[config.mk]
export PLATFORM = sky130hd
export DESIGN_NAME = extender
export DESIGN_NICKNAME = d
export VERILOG_FILES = /design/src/rtl/extender_pkg.sv /design/src/rtl/extender_core.sv /design/src/rtl/extender.sv
export SDC_FILE = /design/constraint.sdc
export NUM_CORES = 1
export LEC_CHECK = 0
export ABC_AREA = 1
export BUFFER_PORTS_ARGS = -buffer_cell sky130_fd_sc_hd__clkbuf_2
export CAP_MARGIN = 10
export CORE_AREA = 2 2 39 41
export DETAILED_ROUTE_END_ITERATION = 8
export DIE_AREA = 0 0 41 43
export GPL_TIMING_DRIVEN = 0
export PLACE_DENSITY_LB_ADDON = 0.1
export REMOVE_ABC_BUFFERS = 1
export SLEW_MARGIN = 20
export SYNTH_ARGS = -nofsm -noshare
export SYNTH_HDL_FRONTEND = slang
export SYNTH_SLANG_ARGS = --single-unit
export TNS_END_PERCENT = 5
[constraint.sdc]
create_clock -name vclk -period 0.8
set_input_delay 0.16 -clock vclk [all_inputs]
set_output_delay 0.16 -clock vclk [all_outputs]
set_load 0.1 [all_outputs]
[src/rtl/extender_pkg.sv]
// Shared widths and extension-mode encoding for the immediate extender.
package extender_pkg;

  localparam int unsigned IMM_W_DEF = 16;
  localparam int unsigned OUT_W_DEF = 32;

  typedef enum logic [1:0] {
    MODE_ZERO = 2'b00,
    MODE_SIGN = 2'b01,
    MODE_LUI  = 2'b10
  } mode_e;

  // lui takes priority; the ternaries keep an X on either select visible in the mode
  function automatic mode_e decode_mode(input logic lui, input logic sign_ext);
    return lui ? MODE_LUI : (sign_ext ? MODE_SIGN : MODE_ZERO);
  endfunction

endpackage

[src/rtl/extender_core.sv]
// Purely combinational immediate extension: zero, sign or upper-half placement.
module extender_core
  import extender_pkg::*;
#(
  parameter int unsigned IMM_W = IMM_W_DEF,
  parameter int unsigned OUT_W = OUT_W_DEF
) (
  input  logic [IMM_W-1:0] i_imm,
  input  mode_e            i_mode,
  output logic [OUT_W-1:0] o_ext
);

  logic [OUT_W-1:0] w_zext;
  logic [OUT_W-1:0] w_sext;
  logic [OUT_W-1:0] w_lui;
  logic             w_is_lui;
  logic             w_is_sign;

  assign w_zext = {{(OUT_W-IMM_W){1'b0}}, i_imm};
  assign w_sext = {{(OUT_W-IMM_W){i_imm[IMM_W-1]}}, i_imm};
  assign w_lui  = {i_imm, {(OUT_W-IMM_W){1'b0}}};

  // Equality compares yield X for an X mode, so the ternaries below propagate it
  assign w_is_lui  = (i_mode == MODE_LUI);
  assign w_is_sign = (i_mode == MODE_SIGN);

  assign o_ext = w_is_lui ? w_lui : (w_is_sign ? w_sext : w_zext);

endmodule

[src/rtl/extender.sv]
// Immediate extender top: mode decode, combinational core and an optional
// registered output stage enabled by the EXTENDER_REG_OUT_EN macro.
module extender
  import extender_pkg::*;
#(
  parameter int unsigned IMM_W = IMM_W_DEF,
  parameter int unsigned OUT_W = OUT_W_DEF
) (
  input  logic             Clock,
  input  logic             Reset_n,
  input  logic [IMM_W-1:0] imm,
  input  logic             signExtImm,
  input  logic             luiImm,
  input  logic             inValid,
`ifdef EXTENDER_REG_OUT_EN
  output logic [OUT_W-1:0] extImmQ,
  output logic             outValid,
`endif
  output logic [OUT_W-1:0] extImm
);

  mode_e            w_mode;
  logic [OUT_W-1:0] w_ext;

  assign w_mode = decode_mode(luiImm, signExtImm);

  extender_core #(
    .IMM_W (IMM_W),
    .OUT_W (OUT_W)
  ) u_core (
    .i_imm  (imm),
    .i_mode (w_mode),
    .o_ext  (w_ext)
  );

  assign extImm = w_ext;

`ifdef EXTENDER_REG_OUT_EN
  logic [OUT_W-1:0] r_extImmQ;
  logic             r_outValid;

  always_ff @(posedge Clock or negedge Reset_n) begin
    if (!Reset_n) begin
      r_extImmQ  <= '0;
      r_outValid <= 1'b0;
    end else begin
      r_outValid <= inValid;
      if (inValid) begin
        r_extImmQ <= w_ext;
      end
    end
  end

  assign extImmQ  = r_extImmQ;
  assign outValid = r_outValid;
`else
  logic w_unused;
  assign w_unused = &{1'b0, Clock, Reset_n, inValid};
`endif

endmodule

Word-level counts from Yosys, hierarchy flattened:

Cells that the tools add are included.

* bits in registers: 0
* bits in latches: 0
* RAM bits: 0
* memory bits (read-only): 0
* word-level logic and storage cells: 6
* memories: 0

* $add $sub $neg: 0
* multipliers: 0
* div/mod/pow operators: 0
* magnitude comparators: 0
* equality and inequality tests: 2
* shifts and indexed selects: 0
* muxes and demuxes: 4
* bitwise logic cells: 0
* reduce and logical (&&, ||, !) cells: 0

Operators by type and width (count)
* 32-bit 2-to-1 mux: 2
* 2-bit by 1-bit == test with 1-bit output (second input constant): 1
* 2-bit == test (second input constant): 1
* 2-bit 2-to-1 mux: 1
* 1-bit 2-to-1 mux: 1

Logic depth before layout (Yosys ltp):

Gate-level depths: netlist of the first run.

* word-level depth: 5
* mapped depth: 5
* mapped depth without buffers: 3

By module:

Synthesis of the first run repeated with hierarchy kept, for this count alone.

* cells, all modules: 75
* area, all modules: 369.1 um^2

By module, submodules not included
* extender_core: instances 1, cells each 73, area each 359.1 um^2, seq. area each 0.0 um^2
* extender: instances 1, cells each 2, area each 10.0 um^2, seq. area each 0.0 um^2

Worst setup path after synthesis of the first run:

OpenSTA, ideal clock, no wires.

* path type: input -> output
* start: input luiImm
* end: output extImm[10]
* arrival: 1.698 ns
* data required time: 0.640 ns
* setup slack: -1.058 ns
* stages: 3
* cell sequence: buf_6 > buf_2 > nor2_1

* cells in the longest elaborated chain, start to end: 3

RTL lines
* from (decl): line extender.sv:13 `input logic luiImm,`
* 2-bit 2-to-1 mux: line extender_pkg.sv:15 `return lui ? MODE_LUI : (sign_ext ? MODE_SIGN : MODE_ZERO);`
* 2-bit == test: line extender_core.sv:24 `assign w_is_lui = (i_mode == MODE_LUI);`
* 32-bit 2-to-1 mux: line extender_core.sv:27 `assign o_ext = w_is_lui ? w_lui : (w_is_sign ? w_sext : w_zext);`
* to (decl): line extender.sv:19 `output logic [OUT_W-1:0] extImm`

Every way passes these cells.

Final worst setup path of the first run:

* start: input imm[15]
* end: output extImm[28]

* cells in the longest elaborated chain, start to end: 2

RTL lines
* from (decl): line extender.sv:11 `input logic [IMM_W-1:0] imm,`
* 32-bit 2-to-1 mux (2 in a row): line extender_core.sv:27

Every way passes these cells.

==> impl_results.md, run 1 <==
- Synth top area share: 37.3%
- GP Congestion: 0.568
- Synth top area cells: nand2_1, nor2_1, inv_1, buf_6, nand3_4
- Vias in the first global route: between 600 and 700
- Max_slew headroom: 88.5%
- Clkbuf count: 0
- Failing checks: setup timing
- Sequential cell area: 0 um2
- Starting Density: 21.8%
- Antenna Nets Post-Route: 0
- Synth Area in XOR/XNOR: 0%
- Synth Area in Compound Gates: 0%
- GR Util All Layers: 25.4%
- Routed vias/inst: 4.68
- Register area share after synthesis: 0%
- Core ar.: 1380 um2
- Synth-to-layout area growth: 335%
- FILL cells: 35
- Crit path required time: 640 ps
- Worst setup EP type: output port
- Hold-fix buffers at CTS: 0
- PwrDens: ~1200 nW/um2
- # setup viols final: 29
- Post-Layout Cell Count: between 100 and 150
- Cell taking the most area after synthesis: nand2_1
- Die H: 43 um
- Max Freq: 0.995 GHz
- Crit path kind: in -> out
- # rows: 14
- Ys Warns: 0
- Internal: ~0.00054 W
- Post-synthesis mux area share: 0%
- Slowest Stage Delay on Critical Path: ~200 ps
- Synth Area per Inst: 4.25 um2
- Comb power frac: 100.0%
- Layout Nets: 143
- Final WL: 2.33 mm
- DR DRC count: 0
- DR vias: 636
- Placed cell count: 132
- Initial antenna violation count: 0
- Fin. max-slew vios: 0
- Seq pwr share: 0%
- Number of DRC markers in iteration 0: 9
- Crit-path max FO: 8
- First drt pass iteration count: 4
- Sw frac: around 65%
- # IOs: 53
- Leakage power: 0.691 nW
- Die ar.: 1760 um2
- Post-layout worst setup margin: -205 ps
- Max Cap Viol: 0
- Most common cell after layout, fill and taps aside: clkbuf_16
- Port bufs: 50
- CP max stage cell: clkbuf_16
- Critical path launch point type: input pin
- Grt total ovfl: 0
- Largest family of logic cells by synthesized area: simple AND/OR/NAND/NOR gates
- Post-DP HPWL: 759 um
- Synth Cell Area: 302 um2
- Core Util, Final: 94.8%
- Status: complete, but fails checks
- Commonest cells after routing, fill and taps aside: clkbuf_16, nand2_1, clkbuf_2
- Die X: 41 um
- N_diodes: 0
- Syn Inst Count: 71
- Post-synthesis simple-gate area fraction: approximately 66%
- Layout cells sized above 1: between 60% and 70%
- Wirelength per Cell: 17.1 um
- Minimum clock period: between 1000 and 1500 ps
- Seq cells: 0
- Worst path cell trace: clkbuf_4 -> nand3_4 -> nand2_2 -> clkbuf_16
- Least-Margin Pin Slew: around 170 ps
- WP data arrival: around 840 ps
- Clk pwr share: 0%
- RSZ-0062 raised after global routing: yes
- VDD IR-drop max: 0.745 mV
- Post-route total power: 0.00157 W
- Final hold vios: 0
- NetSw: about 0.0010 W
- Synth unique cells: 8
- Hold WC Path Type: in -> out
- Pin count of the biggest net entering global routing: 17
- Final period util: 126%
- Adder-Cell Fraction of Synth Area: 0%
- Global-route wire length before repair: 3.08 mm
-- worst paths after layout --
path / start / end / cells past startpoint
worst min-delay path: luiImm / extImm[4] / 3
worst max-delay path: imm[15] / extImm[28] / 4
-- layout make-up --
class              count  area [um2]  share of cell area, %
inverters             17        76.3                   5.82
multi-input cells     50         328                   25.0
well taps             16        20.0                   1.53
repair buffers        53         887                   67.7
-- power by group through the flow --
| stage | Clock, W | Sequential (W) | Combinational (W) |
|---|---|---|---|
| 6_report | 0 | 0 | 0.00157 |
| 5_1_grt | 0 | 0 | 0.00161 |
| 4_1_cts | 0 | 0 | 0.00147 |
| 3_5_place_dp | 0 | 0 | 0.00102 |
| 3_3_place_gp | 0 | 0 | 0.00102 |
| 2_1_floorplan | 0 | 0 | 0.000848 |
-- what timing repair did --
| action | in CTS | in global routing |
|---|---|---|
| buffers inserted | 0 | 0 |
| gates resized for setup | 115 | 32 |
| cloned | 4 | 0 |
| endpoints found under the hold margin | 0 | 0 |
| pin swaps | 1 | 6 |
| setup endpoints to repair | 32 | 32 |
-- per-stage QoR --
stage | setup TNS [ps] | worst slack, ps | area, um2 | hold WS (ps)
after floorplan | -19100 | -812 | 262 | 655
after global placement | -20990 | -785 | 532 | 832
after detailed placement | -21730 | -808 | 532 | 834
after CTS | -3110 | -200 | 1210 | 680
after global routing | -3740 | -232 | 1310 | 671
final | -3260 | -205 | 1310 | 670
-- synthesized netlist by cell type --
cell type,count
nor2_1,18
buf_4,1
nand3_4,1
buf_2,2
buf_6,2
nand2_1,30
inv_1,16
inv_2,1
-- worst max-delay path, delay by kind of cell --
family	cells	cell delay (ps)
buffers and inverters	2	370
AND/OR/NAND/NOR	2	310
-- routing by layer --
metal	track usage (%)	up-vias	part of all wire [%]
li1	-	298	-
met1	24.4	302	37
met2	50.9	30	57
met3	2.09	6	3.7
met4	6.67	0	2.4
met5	0	-	0
-- cells by family after synthesis --
logic type / after synthesis
AND/OR/NAND/NOR: 49
buffers and inverters: 22
Note: power is estimated with default switching activity, not from simulation.
==> run 2: changes to the inputs <==
Settings changed: CAP_MARGIN 10 to 20.
Clock period 0.8 ns to 1.2 ns, I/O delays scaled along.
==> impl_results.md, run 2 (synthesis gave the netlist of run 1 again) <==
- Status: complete, but fails checks
- Failing checks: setup timing
- N_diodes: 0
- RSZ-0062 raised after global routing: yes
- # rows: 14
- Die X: 41 um
- WP data arrival: approximately 970 ps
- Worst setup EP type: output port
- Seq cells: 0
- Clkbuf count: 0
- Core ar.: 1380 um2
- Max_slew headroom: 79.7%
- VDD IR-drop max: 0.412 mV
- Post-DP HPWL: 759 um
- First drt pass iteration count: 4
- Commonest cells after routing, fill and taps aside: nand2_1, nor2_1, inv_1, clkbuf_2, clkbuf_16
- Sequential cell area: 0 um2
- Post-route total power: 0.000928 W
- Synth-to-layout area growth: 244%
- Starting Density: 21.8%
- PwrDens: between 800 and 900 nW/um2
- GR Util All Layers: 17.4%
- Least-Margin Pin Slew: 306 ps
- Placed cell area: between 500 and 600 um2
- Vias in the first global route: 507
- Critical path launch point type: input pin
- Hold WC Path Type: in -> out
- # setup viols final: 2
- Number of DRC markers in iteration 0: 7
- Layout Nets: 146
- Final WL: 1.71 mm
- Hold-fix buffers at CTS: 0
- Max Freq: 0.827 GHz
- Crit-path max FO: 8
- Port bufs: 50
- Crit path required time: 960 ps
- Wirelength per Cell: around 12 um
- Hold path depth: 4
- Post-Layout Cell Count: 139
- Max Cap Viol: 0
- Leakage power: 0.626 nW
- Post-layout worst setup margin: -9.40 ps
- Crit path kind: in -> out
- Post-route cell area: 1040 um2
- Final period util: 101%
- Grt total ovfl: 0
- GP Congestion: 0.568
- Initial antenna violation count: 0
- Area of the multi-input gates: 260 um2
- Routed vias/inst: 4.17
- Fin. max-slew vios: 0
- DR vias: 579
- Layout cells sized above 1: a little under three fifths
- Die H: 43 um
- Minimum clock period: 1210 ps
- Placed cell count: approximately 130
- Dpl ws: -568 ps
- Antenna Nets Post-Route: 0
- Final hold vios: 0
- Pin count of the biggest net entering global routing: 34
- # IOs: 53
- Most common cell after layout, fill and taps aside: nand2_1
- DR DRC count: 0
- FILL cells: ~110
- Global-route wire length before repair: 2.19 mm
- Die ar.: 1760 um2
## run 2: worst max-delay path, cell delays in order
cell and delay (ps):
clkbuf_16 140, clkinv_8 50, nand3_4 170, nand2_2 150, clkbuf_16 200
## run 2: through the flow
stage | hold WS, ps | TNS (ps) | util [%]
after floorplan | 815 | -11420 | -
after global placement | 992 | -13310 | 38.4
after detailed placement | 994 | -14050 | 38.4
after CTS | 892 | -14.4 | 66.3
after global routing | 864 | -152 | 75.0
final | 839 | -10.1 | 75.0
## run 2: cell type report
type               instances  share of cell area [%]
inverters                 17                    7.35
multi-input cells         50                    25.1
repair buffers            56                    65.7
well taps                 16                    1.93
## run 2: repair_timing
action	in CTS	in global routing
resized for setup	68	25
pin swaps	0	2
gates cloned	1	2
endpoints found under the setup margin	32	15
setup buffers	0	4
## run 2: worst paths after layout
kind / startpoint / end / slack (ps)
min: imm[5] / extImm[5] / 840
max: luiImm / extImm[16] / -9
## run 2: power breakdown
group	internal (W)	total (W)	switching (W)
clock	0	0	0
combinational	0.000284	0.000928	0.000644
sequential	0	0	0
total	0.000284	0.000928	0.000644
## run 2: routing by layer
metal	track usage [%]	up-vias	share of wire, %	wire, um
met5	0	-	0	0
met4	2.00	0	1.9	33
met3	0	4	3.9	67
met2	35.6	23	57	980
met1	18.0	249	37	632
li1	-	303	-	-
==> run 3: changes to the inputs <==
Settings changed: ABC_AREA 1 to unset.
==> impl_results.md, run 3 <==
- Synth-to-layout area growth: 239%
- Post-route total power: 0.000914 W
- Synth Cell Area: 295 um2
- Min-delay src: luiImm
- Minimum clock period: approximately 1200 ps
- Status: complete, but fails checks
- Max_slew headroom: 79.6%
- Slowest Stage Delay on Critical Path: around 270 ps
- Commonest cells after routing, fill and taps aside: clkbuf_2, nor2b_1, clkbuf_16
- Post-layout worst setup margin: -26.8 ps
- Fin. max-slew vios: 0
- Wirelength per Cell: between 10 and 15 um
- Core ar.: 1380 um2
- Failing checks: setup timing
- Die X: 41 um
- Synth top area share: 33.9%
- Post-DP HPWL: 693 um
- VDD IR-drop max: 0.487 mV
- First drt pass iteration count: 2
- Layout cells sized above 1: 68.9%
- Die H: 43 um
- Internal: roughly 0.00029 W
- Synth unique cells: 7
- Sw frac: approximately 69%
- GP Congestion: 0.634
- Seq cells: 0
- DR DRC count: 0
- GR Util All Layers: between 10% and 20%
- Most common cell after layout, fill and taps aside: clkbuf_2
- Core Util, Final: 72.2%
- Starting Density: 21.3%
- Antenna Nets Post-Route: 0
- WP depth: 4
- Comb power frac: between 90% and 100%
- Hold WC Path Type: in -> out
- Max Freq: 0.815 GHz
- Worst path cell trace: clkbuf_16 -> nand3b_4 -> nand2_2 -> clkbuf_16
- # IOs: 53
- Clk pwr share: 0%
- # setup viols final: 4
- Post-synth top cells: nand2_1, nor2b_1, nand2_2
- Clkbuf count: 0
- Most frequent cell after synthesis: nand2_1
- Crit path kind: in -> out
- Vias in the first global route: 419
- Critical path launch point type: input pin
- Global-route wire length before repair: 1.86 mm
- Number of DRC markers in iteration 0: 8
- Ys Warns: 0
- CP dominant cell by count: clkbuf_16
- Hold-fix buffers at CTS: 0
- N_diodes: 0
- Routed vias/inst: 4.38
- Layout Nets: 126
- Syn Inst Count: 52
- Min Hold Slack: slightly above 800 ps
- WP buf/inv: 2
- Final period util: 102%
- Die ar.: between 1500 and 2000 um2
- PwrDens: 914 nW/um2
- Final hold vios: 0
- CP max stage cell: nand3b_4
- Synth top area cells: nor2b_1, nand2_1, nand2_2, nand3b_4, buf_2
- Max Cap Viol: 0
- Pin count of the biggest net entering global routing: 35
- DR vias: 521
- Final WL: 1.46 mm
- Leakage power: 0.550 nW
- # rows: 14
- Critical path capture point: extImm[19]
- Sequential cell area: 0 um2
- RSZ-0062 raised after global routing: yes
- Worst setup EP type: output port
- Crit path required time: about 960 ps
- Synth Area per Inst: 5.68 um2
- Grt total ovfl: 0
- Cell taking the most area after synthesis: nor2b_1
- Port bufs: 50
- NetSw: 0.000628 W
- WP data arrival: ~990 ps
- Initial antenna violation count: 0
- Register area share after synthesis: 0%
- Least-Margin Pin Slew: 307 ps
- Crit-path max FO: 8
- Crit path max-delay family: simple AND/OR/NAND/NOR gates
- Seq pwr share: 0%
- Crit path from: luiImm
-- run 3: worst min-delay path, stage by stage --
cell and delay [ps]:
buf_6 80, nor2b_1 40, buf_4 220
-- run 3: repair_timing --
action	CTS	global route
pin swaps	0	1
setup endpoints to repair	32	17
endpoints found under the hold margin	0	0
gates resized for setup	66	22
setup buffers	0	2
gates cloned	1	2
-- run 3: per-layer routing --
layer  global-route usage, %  part of all wire (%)
met5                       0                     0
met4                       0                     0
met1                    16.1                    39
met2                    27.2                    52
met3                    3.14                   9.1
-- run 3: worst min-delay path by stage --
stage | slack, ps | cells past startpoint | end
floorplan | 810 | 1 | extImm[0]
global placement | 1020 | 4 | extImm[16]
detailed placement | 1020 | 4 | extImm[18]
CTS | 880 | 4 | extImm[24]
global route | 850 | 3 | extImm[15]
finish | 830 | 3 | extImm[15]
-- run 3: cell families after synthesis --
kind of cell	after synthesis	share of synthesized area (%)
AND/OR/NAND/NOR	47	87.3
buffers and inverters	4	10.2
AO/OA/AOI/OAI	1	2.54
-- run 3: final cells by class --
class              count  area, um2
fillers              103        384
multi-input cells     49        318
well taps             16       20.0
repair buffers        54        662
-- run 3: power by group through the flow --
stage	clock, W	sequential, W	combinational [W]
after floorplan	0	0	0.000573
after global placement	0	0	0.000684
after detailed placement	0	0	0.000686
after CTS	0	0	0.000877
after global routing	0	0	0.000941
final	0	0	0.000914
-- run 3: through the flow --
| step | setup slack [ps] | setup TNS [ps] | instances | instance area, um2 |
|---|---|---|---|---|
| floorplan | -615 | -11060 | 48 | 265 |
| global placement | -653 | -14790 | 114 | 536 |
| detailed placement | -667 | -15120 | 114 | 536 |
| CTS | -43.0 | -331 | 115 | 918 |
| global route | -64.9 | -320 | 119 | 1000 |
| finish | -26.8 | -57.0 | 119 | 1000 |
